$ cat src/rtl/sprite_mixer_pkg.sv
// Shared types and constants for the sprite mixer: pixel layout, layer
// priority order and collision flag bit positions.
package sprite_mixer_pkg;

   localparam int          COLOR_W_DEF     = 24;
   localparam logic [23:0] TRANSPARENT_DEF = 24'hFF00FF;
   localparam logic [23:0] BG_COLOR_DEF    = 24'h000000;

   localparam int NUM_LAYERS = 5;
   localparam int COLL_W     = 4;

   localparam int COLL_PB_ALIEN  = 0;
   localparam int COLL_PB_SHIELD = 1;
   localparam int COLL_AB_PLAYER = 2;
   localparam int COLL_AB_SHIELD = 3;

   typedef struct packed {
      logic [7:0] red;
      logic [7:0] green;
      logic [7:0] blue;
   } rgb_t;

   // Declaration order is draw priority: lower value wins
   typedef enum logic [2:0] {
      LAYER_PBULLET = 3'd0,
      LAYER_ABULLET = 3'd1,
      LAYER_PLAYER  = 3'd2,
      LAYER_ALIEN   = 3'd3,
      LAYER_SHIELD  = 3'd4,
      LAYER_BG      = 3'd5
   } layer_e;

endpackage

$ cat src/rtl/sprite_mixer_collision_reporter.sv
// Accumulates per-pixel hit flags over a frame and offers one report per
// frame to game logic over valid/ready, merging reports the consumer missed.
module collision_reporter
   import sprite_mixer_pkg::*;
(
   input  logic              Clk,
   input  logic              Reset,
   input  logic [COLL_W-1:0] i_hit,
   input  logic              i_frameEnd,
   input  logic              i_ready,
   output logic              o_valid,
   output logic [COLL_W-1:0] o_flags,
   output logic              o_overrun
);

   logic [COLL_W-1:0] r_accum;
   logic              r_valid;
   logic [COLL_W-1:0] r_flags;
   logic              r_overrun;
   logic              w_transfer;
   logic [COLL_W-1:0] w_report;

   assign w_transfer = r_valid && i_ready;
   assign w_report   = r_accum | i_hit;

   // A frame end landing on an accept edge starts a fresh report; otherwise it merges
   always_ff @(posedge Clk) begin
      if (!Reset) begin
         r_accum   <= '0;
         r_valid   <= 1'b0;
         r_flags   <= '0;
         r_overrun <= 1'b0;
      end else if (i_frameEnd) begin
         r_accum <= '0;
         r_valid <= 1'b1;
         if (r_valid && !w_transfer) begin
            r_flags   <= r_flags | w_report;
            r_overrun <= 1'b1;
         end else begin
            r_flags   <= w_report;
            r_overrun <= 1'b0;
         end
      end else begin
         r_accum <= r_accum | i_hit;
         if (w_transfer) begin
            r_valid   <= 1'b0;
            r_overrun <= 1'b0;
         end
      end
   end

   assign o_valid   = r_valid;
   assign o_flags   = r_flags;
   assign o_overrun = r_overrun;

endmodule

$ cat src/rtl/sprite_mixer.sv
// Two-stage pixel mixer: registers sprite inputs, resolves layer priority with
// chroma-key transparency, and feeds per-pixel overlap hits to the reporter.
module sprite_mixer
   import sprite_mixer_pkg::*;
#(
   parameter int                 COLOR_W     = COLOR_W_DEF,
   parameter logic [COLOR_W-1:0] TRANSPARENT = TRANSPARENT_DEF,
   parameter logic [COLOR_W-1:0] BG_COLOR    = BG_COLOR_DEF,
   parameter int                 H_ACTIVE    = 640,
   parameter int                 V_ACTIVE    = 480
)(
   input  logic               Clk,
   input  logic               Reset,
   input  logic [9:0]         DrawX,
   input  logic [9:0]         DrawY,
   input  logic               video_en,
   input  logic               player_on,
   input  logic [COLOR_W-1:0] player_color,
   input  logic               alien_on,
   input  logic [COLOR_W-1:0] alien_color,
   input  logic               shield_on,
   input  logic [COLOR_W-1:0] shield_color,
   input  logic               pbullet_on,
   input  logic [COLOR_W-1:0] pbullet_color,
   input  logic               abullet_on,
   input  logic [COLOR_W-1:0] abullet_color,
   output logic [7:0]         Red,
   output logic [7:0]         Green,
   output logic [7:0]         Blue,
   output logic               coll_valid,
   input  logic               coll_ready,
   output logic [3:0]         coll_flags,
   output logic               coll_overrun
);

   localparam logic [9:0] X_LAST = 10'(H_ACTIVE - 1);
   localparam logic [9:0] Y_LAST = 10'(V_ACTIVE - 1);

   logic                  r_video;
   logic [9:0]            r_drawX;
   logic [9:0]            r_drawY;
   logic [NUM_LAYERS-1:0] r_on;
   logic [COLOR_W-1:0]    r_color [NUM_LAYERS];
   rgb_t                  r_rgb;

   logic [NUM_LAYERS-1:0] w_opaque;
   layer_e                w_layer;
   logic [COLOR_W-1:0]    w_selColor;
   logic                  w_inArea;
   logic [COLL_W-1:0]     w_hit;
   logic                  w_frameEnd;

   always_ff @(posedge Clk) begin
      if (!Reset) begin
         r_video <= 1'b0;
         r_drawX <= '0;
         r_drawY <= '0;
         r_on    <= '0;
         for (int i = 0; i < NUM_LAYERS; i++) begin
            r_color[i] <= '0;
         end
      end else begin
         r_video                <= video_en;
         r_drawX                <= DrawX;
         r_drawY                <= DrawY;
         r_on[LAYER_PBULLET]    <= pbullet_on;
         r_on[LAYER_ABULLET]    <= abullet_on;
         r_on[LAYER_PLAYER]     <= player_on;
         r_on[LAYER_ALIEN]      <= alien_on;
         r_on[LAYER_SHIELD]     <= shield_on;
         r_color[LAYER_PBULLET] <= pbullet_color;
         r_color[LAYER_ABULLET] <= abullet_color;
         r_color[LAYER_PLAYER]  <= player_color;
         r_color[LAYER_ALIEN]   <= alien_color;
         r_color[LAYER_SHIELD]  <= shield_color;
      end
   end

   always_comb begin
      w_opaque = '0;
      for (int i = 0; i < NUM_LAYERS; i++) begin
         w_opaque[i] = r_on[i] && (r_color[i] != TRANSPARENT);
      end
   end

   // Scan from lowest priority upward so the highest-priority opaque layer wins
   always_comb begin
      w_layer = LAYER_BG;
      for (int i = NUM_LAYERS - 1; i >= 0; i--) begin
         if (w_opaque[i]) begin
            w_layer = layer_e'(3'(i));
         end
      end
   end

   always_comb begin
      w_selColor = BG_COLOR;
      case (w_layer)
         LAYER_PBULLET: w_selColor = r_color[LAYER_PBULLET];
         LAYER_ABULLET: w_selColor = r_color[LAYER_ABULLET];
         LAYER_PLAYER:  w_selColor = r_color[LAYER_PLAYER];
         LAYER_ALIEN:   w_selColor = r_color[LAYER_ALIEN];
         LAYER_SHIELD:  w_selColor = r_color[LAYER_SHIELD];
         default:       w_selColor = BG_COLOR;
      endcase
   end

   always_ff @(posedge Clk) begin
      if (!Reset || !r_video) begin
         r_rgb <= '0;
      end else begin
         r_rgb <= rgb_t'(w_selColor);
      end
   end

   assign w_inArea = r_video && (r_drawX <= X_LAST) && (r_drawY <= Y_LAST);

   assign w_hit[COLL_PB_ALIEN]  = w_inArea && w_opaque[LAYER_PBULLET] && w_opaque[LAYER_ALIEN];
   assign w_hit[COLL_PB_SHIELD] = w_inArea && w_opaque[LAYER_PBULLET] && w_opaque[LAYER_SHIELD];
   assign w_hit[COLL_AB_PLAYER] = w_inArea && w_opaque[LAYER_ABULLET] && w_opaque[LAYER_PLAYER];
   assign w_hit[COLL_AB_SHIELD] = w_inArea && w_opaque[LAYER_ABULLET] && w_opaque[LAYER_SHIELD];

   assign w_frameEnd = r_video && (r_drawX == X_LAST) && (r_drawY == Y_LAST);

   collision_reporter u_reporter (
      .Clk        (Clk),
      .Reset      (Reset),
      .i_hit      (w_hit),
      .i_frameEnd (w_frameEnd),
      .i_ready    (coll_ready),
      .o_valid    (coll_valid),
      .o_flags    (coll_flags),
      .o_overrun  (coll_overrun)
   );

   assign Red   = r_rgb.red;
   assign Green = r_rgb.green;
   assign Blue  = r_rgb.blue;

endmodule

$ cat config.mk
export PLATFORM = sky130hd
export DESIGN_NAME = sprite_mixer
export DESIGN_NICKNAME = d
export VERILOG_FILES = /design/src/rtl/sprite_mixer_pkg.sv /design/src/rtl/sprite_mixer_collision_reporter.sv /design/src/rtl/sprite_mixer.sv
export SDC_FILE = /design/constraint.sdc
export NUM_CORES = 1
export LEC_CHECK = 0
export BUFFER_PORTS_ARGS = -buffer_cell sky130_fd_sc_hd__buf_2
export CAP_MARGIN = 10
export CELL_PAD_IN_SITES_DETAIL_PLACEMENT = 1
export CELL_PAD_IN_SITES_GLOBAL_PLACEMENT = 2
export CORE_ASPECT_RATIO = 0.6
export CORE_MARGIN = 5
export CORE_UTILIZATION = 34
export DETAILED_ROUTE_END_ITERATION = 16
export GPL_ROUTABILITY_DRIVEN = 1
export MAX_ROUTING_LAYER = met4
export PLACE_DENSITY_LB_ADDON = 0.1
export SETUP_SLACK_MARGIN = 0.15
export SLEW_MARGIN = 5
export SYNTH_ARGS = -nofsm -noshare
export SYNTH_HDL_FRONTEND = slang
export SYNTH_SLANG_ARGS = --single-unit
export TNS_END_PERCENT = 30
$ cat constraint.sdc
create_clock -name Clk -period 5.4 [get_ports Clk]
set_input_delay 1.35 -clock Clk [delete_from_list [all_inputs] [get_ports Clk]]
set_output_delay 1.35 -clock Clk [all_outputs]
set_load 0.02 [all_outputs]
==> results of run 1 <==
## logic make-up after synthesis
| family | Yosys count | synth area share |
|---|---|---|
| AO/OA/AOI/OAI | 83 | 0.110 |
| multiplexers | 1 | 0.00181 |
| flip-flops | 180 | 0.580 |
| AND/OR/NAND/NOR | 282 | 0.277 |
| buffers and inverters | 38 | 0.0318 |
## sequential cells by signal, indices dropped and copies added (netlist names)
register,flops
r_color,120
r_drawX,10
r_drawY,10
Blue,8
Green,8
Red,8
r_on,5
u_reporter.o_flags,4
u_reporter.r_accum,4
r_video,1
u_reporter.o_overrun,1
u_reporter.o_valid,1
## routing by layer
layer / track usage / wire length [µm] / vias up
met5: - / 0 / -
met4: 0.0438 / 178 / 0
met3: 0.0362 / 1030 / 16
met2: 0.255 / 7720 / 149
met1: 0.270 / 9790 / 2239
li1: - / - / 2366
## power by group
group / internal (mW) / switching, mW / total, mW
logic: 0.0945 / 0.0975 / 0.192
registers: 1.39 / 0.0394 / 1.43
clock network: 0.623 / 0.564 / 1.19
total: 2.11 / 0.701 / 2.81
## stage by stage
step,hold WS [ns],instances,area [µm²],util,power (mW)
3_3_place_gp,0.457,974,7270,0.404,1.65
2_1_floorplan,0.424,584,6210,-,1.55
6_report,0.470,1007,7860,0.436,2.81
3_5_place_dp,0.460,974,7270,0.404,1.65
5_1_grt,0.495,1007,7860,0.436,2.92
4_1_cts,0.472,1006,7850,0.435,2.83
## critical path: stages (launching register included)
cell and delay, ns:
dfxtp_1 0.33, or4b_1 0.54, nor4_1 0.58, a31oi_1 0.38
nor4_4 0.29, buf_4 0.34, a21oi_2 0.27, o21a_1 0.18
## area by class of cell
class,instances,area [µm²]
clock buffer,18,439
clock inverter,14,133
timing repair buffer,183,932
multi-input combinational,366,2430
fill,2035,10200
sequential,180,3600
tap,240,300
inverter,6,22.5
## placed cells by master (no fill, tap or decap), drive strengths merged, types with 2 or more instances in the layout
cell type / count
dfxtp: 180
a221oi: 8
o21a: 17
nor4: 7
clkbuf: 18
or4b: 3
nand3: 25
clkinv: 5
a32o: 16
nor3: 2
inv: 14
nand2b: 2
a31oi: 31
and3: 9
o2bb2ai: 4
and4b: 3
nor4b: 6
nand2: 29
nor2b: 2
nor2: 21
nand4b: 5
buf: 183
o21ai: 2
nand4: 16
and2: 150
## worst paths after layout
kind	from	endpoint	slack [ns]	cells past startpoint
max	r_color[0][87]	Blue[1]	2.38	7
min	r_color[0][84]	Green[4]	0.47	2
max reg2reg	r_color[0][87]	Blue[1]	2.38	7
min reg2reg	r_color[0][84]	Green[4]	0.47	2
==> impl_metrics.tcl, run 1 <==
set metrics [dict create \
    p_leak_nw 3.34 \
    htreeDepth 4 \
    area_growth_pct 26.5 \
    fin_crit_sh 0.559 \
    synthTopCellsByArea "dfxtp_1, and2_1, a31oi_1, a32o_1, nand3_1" \
    yosysSeqAreaShare 0.580 \
    core_area_mm2 0.0180 \
    hold_buffers 0 \
    synth_edf_count 0 \
    worstPathArrival_ns 3.33 \
    grt_pass1_wl_um 28600 \
    cp_max_fo 26 \
    nNetsFinal 903 \
    status "complete, no violations" \
    drt-pass1-iter-count 4 \
    postCtsSetupRepairBufs 0 \
    numCtsBuffers 17 \
    ant_nets 0 \
    cts_tree "built" \
    fmax_ghz 0.331 \
    ys_types 43 \
    syn_area_per_cell_um2 10.6 \
    ir_drop_mv 0.191 \
    route.detailed.drc 0 \
    tightest_slew_ns 1.18 \
    avgViaCountPerCell 4.74 \
    gp_congestion 0.865 \
    dieWidth_um 184 \
    yosys.area.top_type "dfxtp_1" \
    dpl.hpwl_um 14400 \
    synth_top_cell_area_share 0.580 \
    period_minus_slack_ns 3.02 \
    clk_path_buf_depth 2 \
    wire_per_inst_um 18.6 \
    synthesis.instances 584 \
    hold_viol 0 \
    yosys_warnings 0 \
    critical_path_class "flip-flop to flip-flop" \
    powerDensity_mw_per_mm2 357 \
    drt_iter0_drc 271 \
    track_usage 0.183 \
    maxSlewViolCount 0 \
    syn_nets 733 \
    io_pins 179 \
    antenna_found_initial 0 \
    netlist_area_mm2 0.00621 \
    grt_pass1_vias 5107 \
    row_count 38 \
    min_path_type "flip-flop to flip-flop" \
    antenna_cells 0 \
    clock_skew_ns 0.0125 \
    ctsResizeCount 0 \
    setup_tns_ns 0 \
    clkTransAtPathRegs_ns 0.07 \
    async_flop_share 0 \
    portBuffers 178 \
    end_kind "flip-flop" \
    place_ws_ns 2.21 \
    start_util 0.345 \
    finalWorstSetupSlack_ns 2.38 \
    yosysMostFrequentCell "dfxtp_1" \
    crit_path_start_kind "flip-flop" \
    rsz0062_at_grt "no" \
    clock-sinks 180 \
    die_h_um 115 \
    worstPathRequired_ns 5.71 \
    dr_total_vias 4770 \
    slew_headroom 0.207 \
    cts_root_buf "clkbuf_16" \
    clkLatencyLatePin_ns 0.43 \
    grt_max_degree 81 \
    die_area_mm2 0.0212 \
    finalSetupViolations 0 \
    synthFlopType "dfxtp_1" \
    ys_ff_latch 180 \
    overflow 0 \
    cap_viol_max_count 0 \
    synth_common_cells "dfxtp_1, and2_1, a31oi_1" \
    routed_wl_um 18700 \
    drive_gt1_frac 0.301 \
]
(Power assumes the default switching activity.)
==> run 2: changes to the inputs <==
--- a/config.mk
+++ b/config.mk
@@ -5,13 +5,14 @@
 export SDC_FILE = /design/constraint.sdc
 export NUM_CORES = 1
 export LEC_CHECK = 0
+export ABC_AREA = 1
 export BUFFER_PORTS_ARGS = -buffer_cell sky130_fd_sc_hd__buf_2
 export CAP_MARGIN = 10
 export CELL_PAD_IN_SITES_DETAIL_PLACEMENT = 1
 export CELL_PAD_IN_SITES_GLOBAL_PLACEMENT = 2
 export CORE_ASPECT_RATIO = 0.6
 export CORE_MARGIN = 5
-export CORE_UTILIZATION = 34
+export CORE_UTILIZATION = 28
 export DETAILED_ROUTE_END_ITERATION = 16
 export GPL_ROUTABILITY_DRIVEN = 1
 export MAX_ROUTING_LAYER = met4
==> constraint.sdc (replaced) <==
create_clock -name Clk -period 2.8 [get_ports Clk]
set_input_delay 0.7 -clock Clk [delete_from_list [all_inputs] [get_ports Clk]]
set_output_delay 0.7 -clock Clk [all_outputs]
set_load 0.02 [all_outputs]
==> run 2 against run 1 <==
Effect of this change: core utilization is 8.0 points lower; first-iteration DRC count is 3.7% higher; non-clock buffer count up 6; clock skew is 0.00064 ns lower; clock power grew 100%; critical endpoint is now Red[4]; worst hold slack worse by 0.029 ns; wire length increased by 16%; setup slack lost 1.8 ns; global-route usage down 1.6 points; sequential share of layout area shrank 3.6 points; fmax up 36%; synthesized cell count rose by 60%.
==> impl_metrics.tcl, run 2 <==
set metrics [dict create \
    cts_root_buf "clkbuf_16" \
    antenna_found_initial 0 \
    drive_gt1_frac 0.204 \
    ys_types 22 \
    final_cell_count_no_fill 1437 \
    track_usage 0.167 \
    synth_compound_area_frac 0.0126 \
    io_pins 179 \
    end_kind "flip-flop" \
    start_util 0.282 \
    yosysMostFrequentCell "nand2_1" \
    hold_buffers 0 \
    clock_skew_ns 0.0119 \
    grt_pass1_wl_um 33900 \
    avgViaCountPerCell 4.12 \
    critical_path_class "flip-flop to flip-flop" \
    worstPathArrival_ns 2.61 \
    ant_nets 0 \
    period_minus_slack_ns 2.23 \
    ir_drop_mv 0.353 \
    overflow 0 \
    yosysSeqAreaShare 0.533 \
    clk_path_buf_depth 2 \
    cts_tree "built" \
    fin_crit_sh 0.796 \
    antenna_cells 0 \
    hold_viol 0 \
    synth_common_cells "nand2_1, dfxtp_1, inv_1" \
    drt-pass1-iter-count 4 \
    drt_iter0_drc 281 \
    grt_max_degree 57 \
    cap_viol_max_count 0 \
    crit_path_start_kind "flip-flop" \
    reg_top3 "r_color x120, r_drawX x10, r_drawY x10" \
    largest_reg_flops 120 \
    top_register "r_color" \
    portBuffers 178 \
    wire_per_inst_um 15.1 \
    synthesis.instances 933 \
    power.total_mw 5.60 \
    worstPathRequired_ns 3.18 \
    dpl.hpwl_um 16900 \
    placedCellCount 1405 \
    async_flop_share 0 \
    place_area_mm2 0.00795 \
    clock-sinks 180 \
    yosys_warnings 0 \
    synth_mux_area_frac 0 \
    synth-simple-area-share 0.316 \
    synth_top_cell_area_share 0.533 \
    finalSetupViolations 0 \
    synth_top_family_by_area "simple AND/OR/NAND/NOR gates" \
    numCtsBuffers 17 \
    area_growth_pct 26.3 \
    synthAdderAreaFrac 0 \
    synthXorXnorAreaFrac 0 \
    synth_edf_count 0 \
    gp_congestion 0.817 \
    status "complete, no violations" \
    clkLatencyLatePin_ns 0.44 \
    grt_pass1_vias 6116 \
    route.detailed.drc 0 \
    slew_headroom 0.377 \
    nNetsFinal 1251 \
    ys_ff_latch 180 \
    netlist_area_mm2 0.00676 \
    yosys.area.top_type "dfxtp_1" \
    setup_tns_ns 0 \
    powerDensity_mw_per_mm2 656 \
    die_h_um 130 \
    ctsResizeCount 0 \
    postCtsSetupRepairBufs 0 \
    final_util 0.356 \
    min_path_type "input port to flip-flop" \
    maxSlewViolCount 0 \
    tightest_slew_ns 0.934 \
    syn_nets 1082 \
    rsz0062_at_grt "no" \
    final_common_cell "nand2_1" \
    synthTopCellsByArea "dfxtp_1, nand2_1, inv_1, nand3_1, nor2_1" \
    clkTransAtPathRegs_ns 0.07 \
    final_cell_area_mm2 0.00854 \
    p_leak_nw 5.02 \
    syn_area_per_cell_um2 7.25 \
    die_area_mm2 0.0275 \
    synthFlopType "dfxtp_1" \
    cp_max_fo 24 \
    core_area_mm2 0.0239 \
    row_count 44 \
    routed_wl_um 21600 \
    dr_total_vias 5918 \
    final_cell_mix "nand2_1, dfxtp_1, buf_2" \
    fmax_ghz 0.449 \
    htreeDepth 4 \
    dieWidth_um 211 \
]
run 2: final timing paths:
path / startpoint / endpoint / slack (ns) / depth (start not counted)
max: r_color[0][18] / Red[4] / 0.57 / 10
min: DrawY[7] / r_drawY[7] / 0.44 / 3
max reg2reg: r_color[0][18] / Red[4] / 0.57 / 10
min reg2reg: u_reporter.r_accum[3] / u_reporter.r_accum[3] / 0.46 / 2
run 2: cell families (layout without fill, tap and decap cells):
group	Yosys count	count (layout)
buffers and inverters	233	415
DFF	180	180
and+or+nand+nor	505	505
AOI/OAI and AO/OA	15	15
run 2: metrics by stage:
stage	hold WS (ns)	setup WS, ns
floorplan	0.421	1.17
global placement	0.436	0.596
detailed placement	0.449	0.540
CTS	0.416	0.496
global route	0.423	0.312
finish	0.442	0.571
run 2: worst max-delay path, stage by stage, from the launching register on:
cell,delay [ns]
dfxtp_1,0.33
nand4_1,0.13
nor2_1,0.33
nand3_1,0.20
nand2_4,0.21
nand2_4,0.10
nor2_4,0.50
nand3_1,0.15
nand2_1,0.10
nor2_1,0.05
nor2_1,0.07
run 2: final cells by class:
cell class,instances,area [µm²]
Clock buffer,23,498
Clock inverter,9,92.6
Fill cell,3035,15400
Inverter,194,728
Multi-Input combinational cell,520,2220
Sequential cell,180,3600
Tap cell,322,403
Timing Repair Buffer,189,988
run 2: routing by layer:
layer  vias up  track usage  routed length (µm)
li1       3109            -                   -
met1      2672        0.245               11800
met2       122        0.232                8820
met3        15       0.0358                 856
met4         0       0.0423                 197
met5         -            -                   0
run 2: power by group:
| part | internal, mW | total (mW) | switching, mW | leakage, nW |
|---|---|---|---|---|
| clock | 1.35 | 2.40 | 1.05 | 0.294 |
| combinational | 0.173 | 0.451 | 0.279 | 3.24 |
| sequential | 2.68 | 2.75 | 0.0670 | 1.49 |
| total | 4.21 | 5.60 | 1.39 | 5.02 |
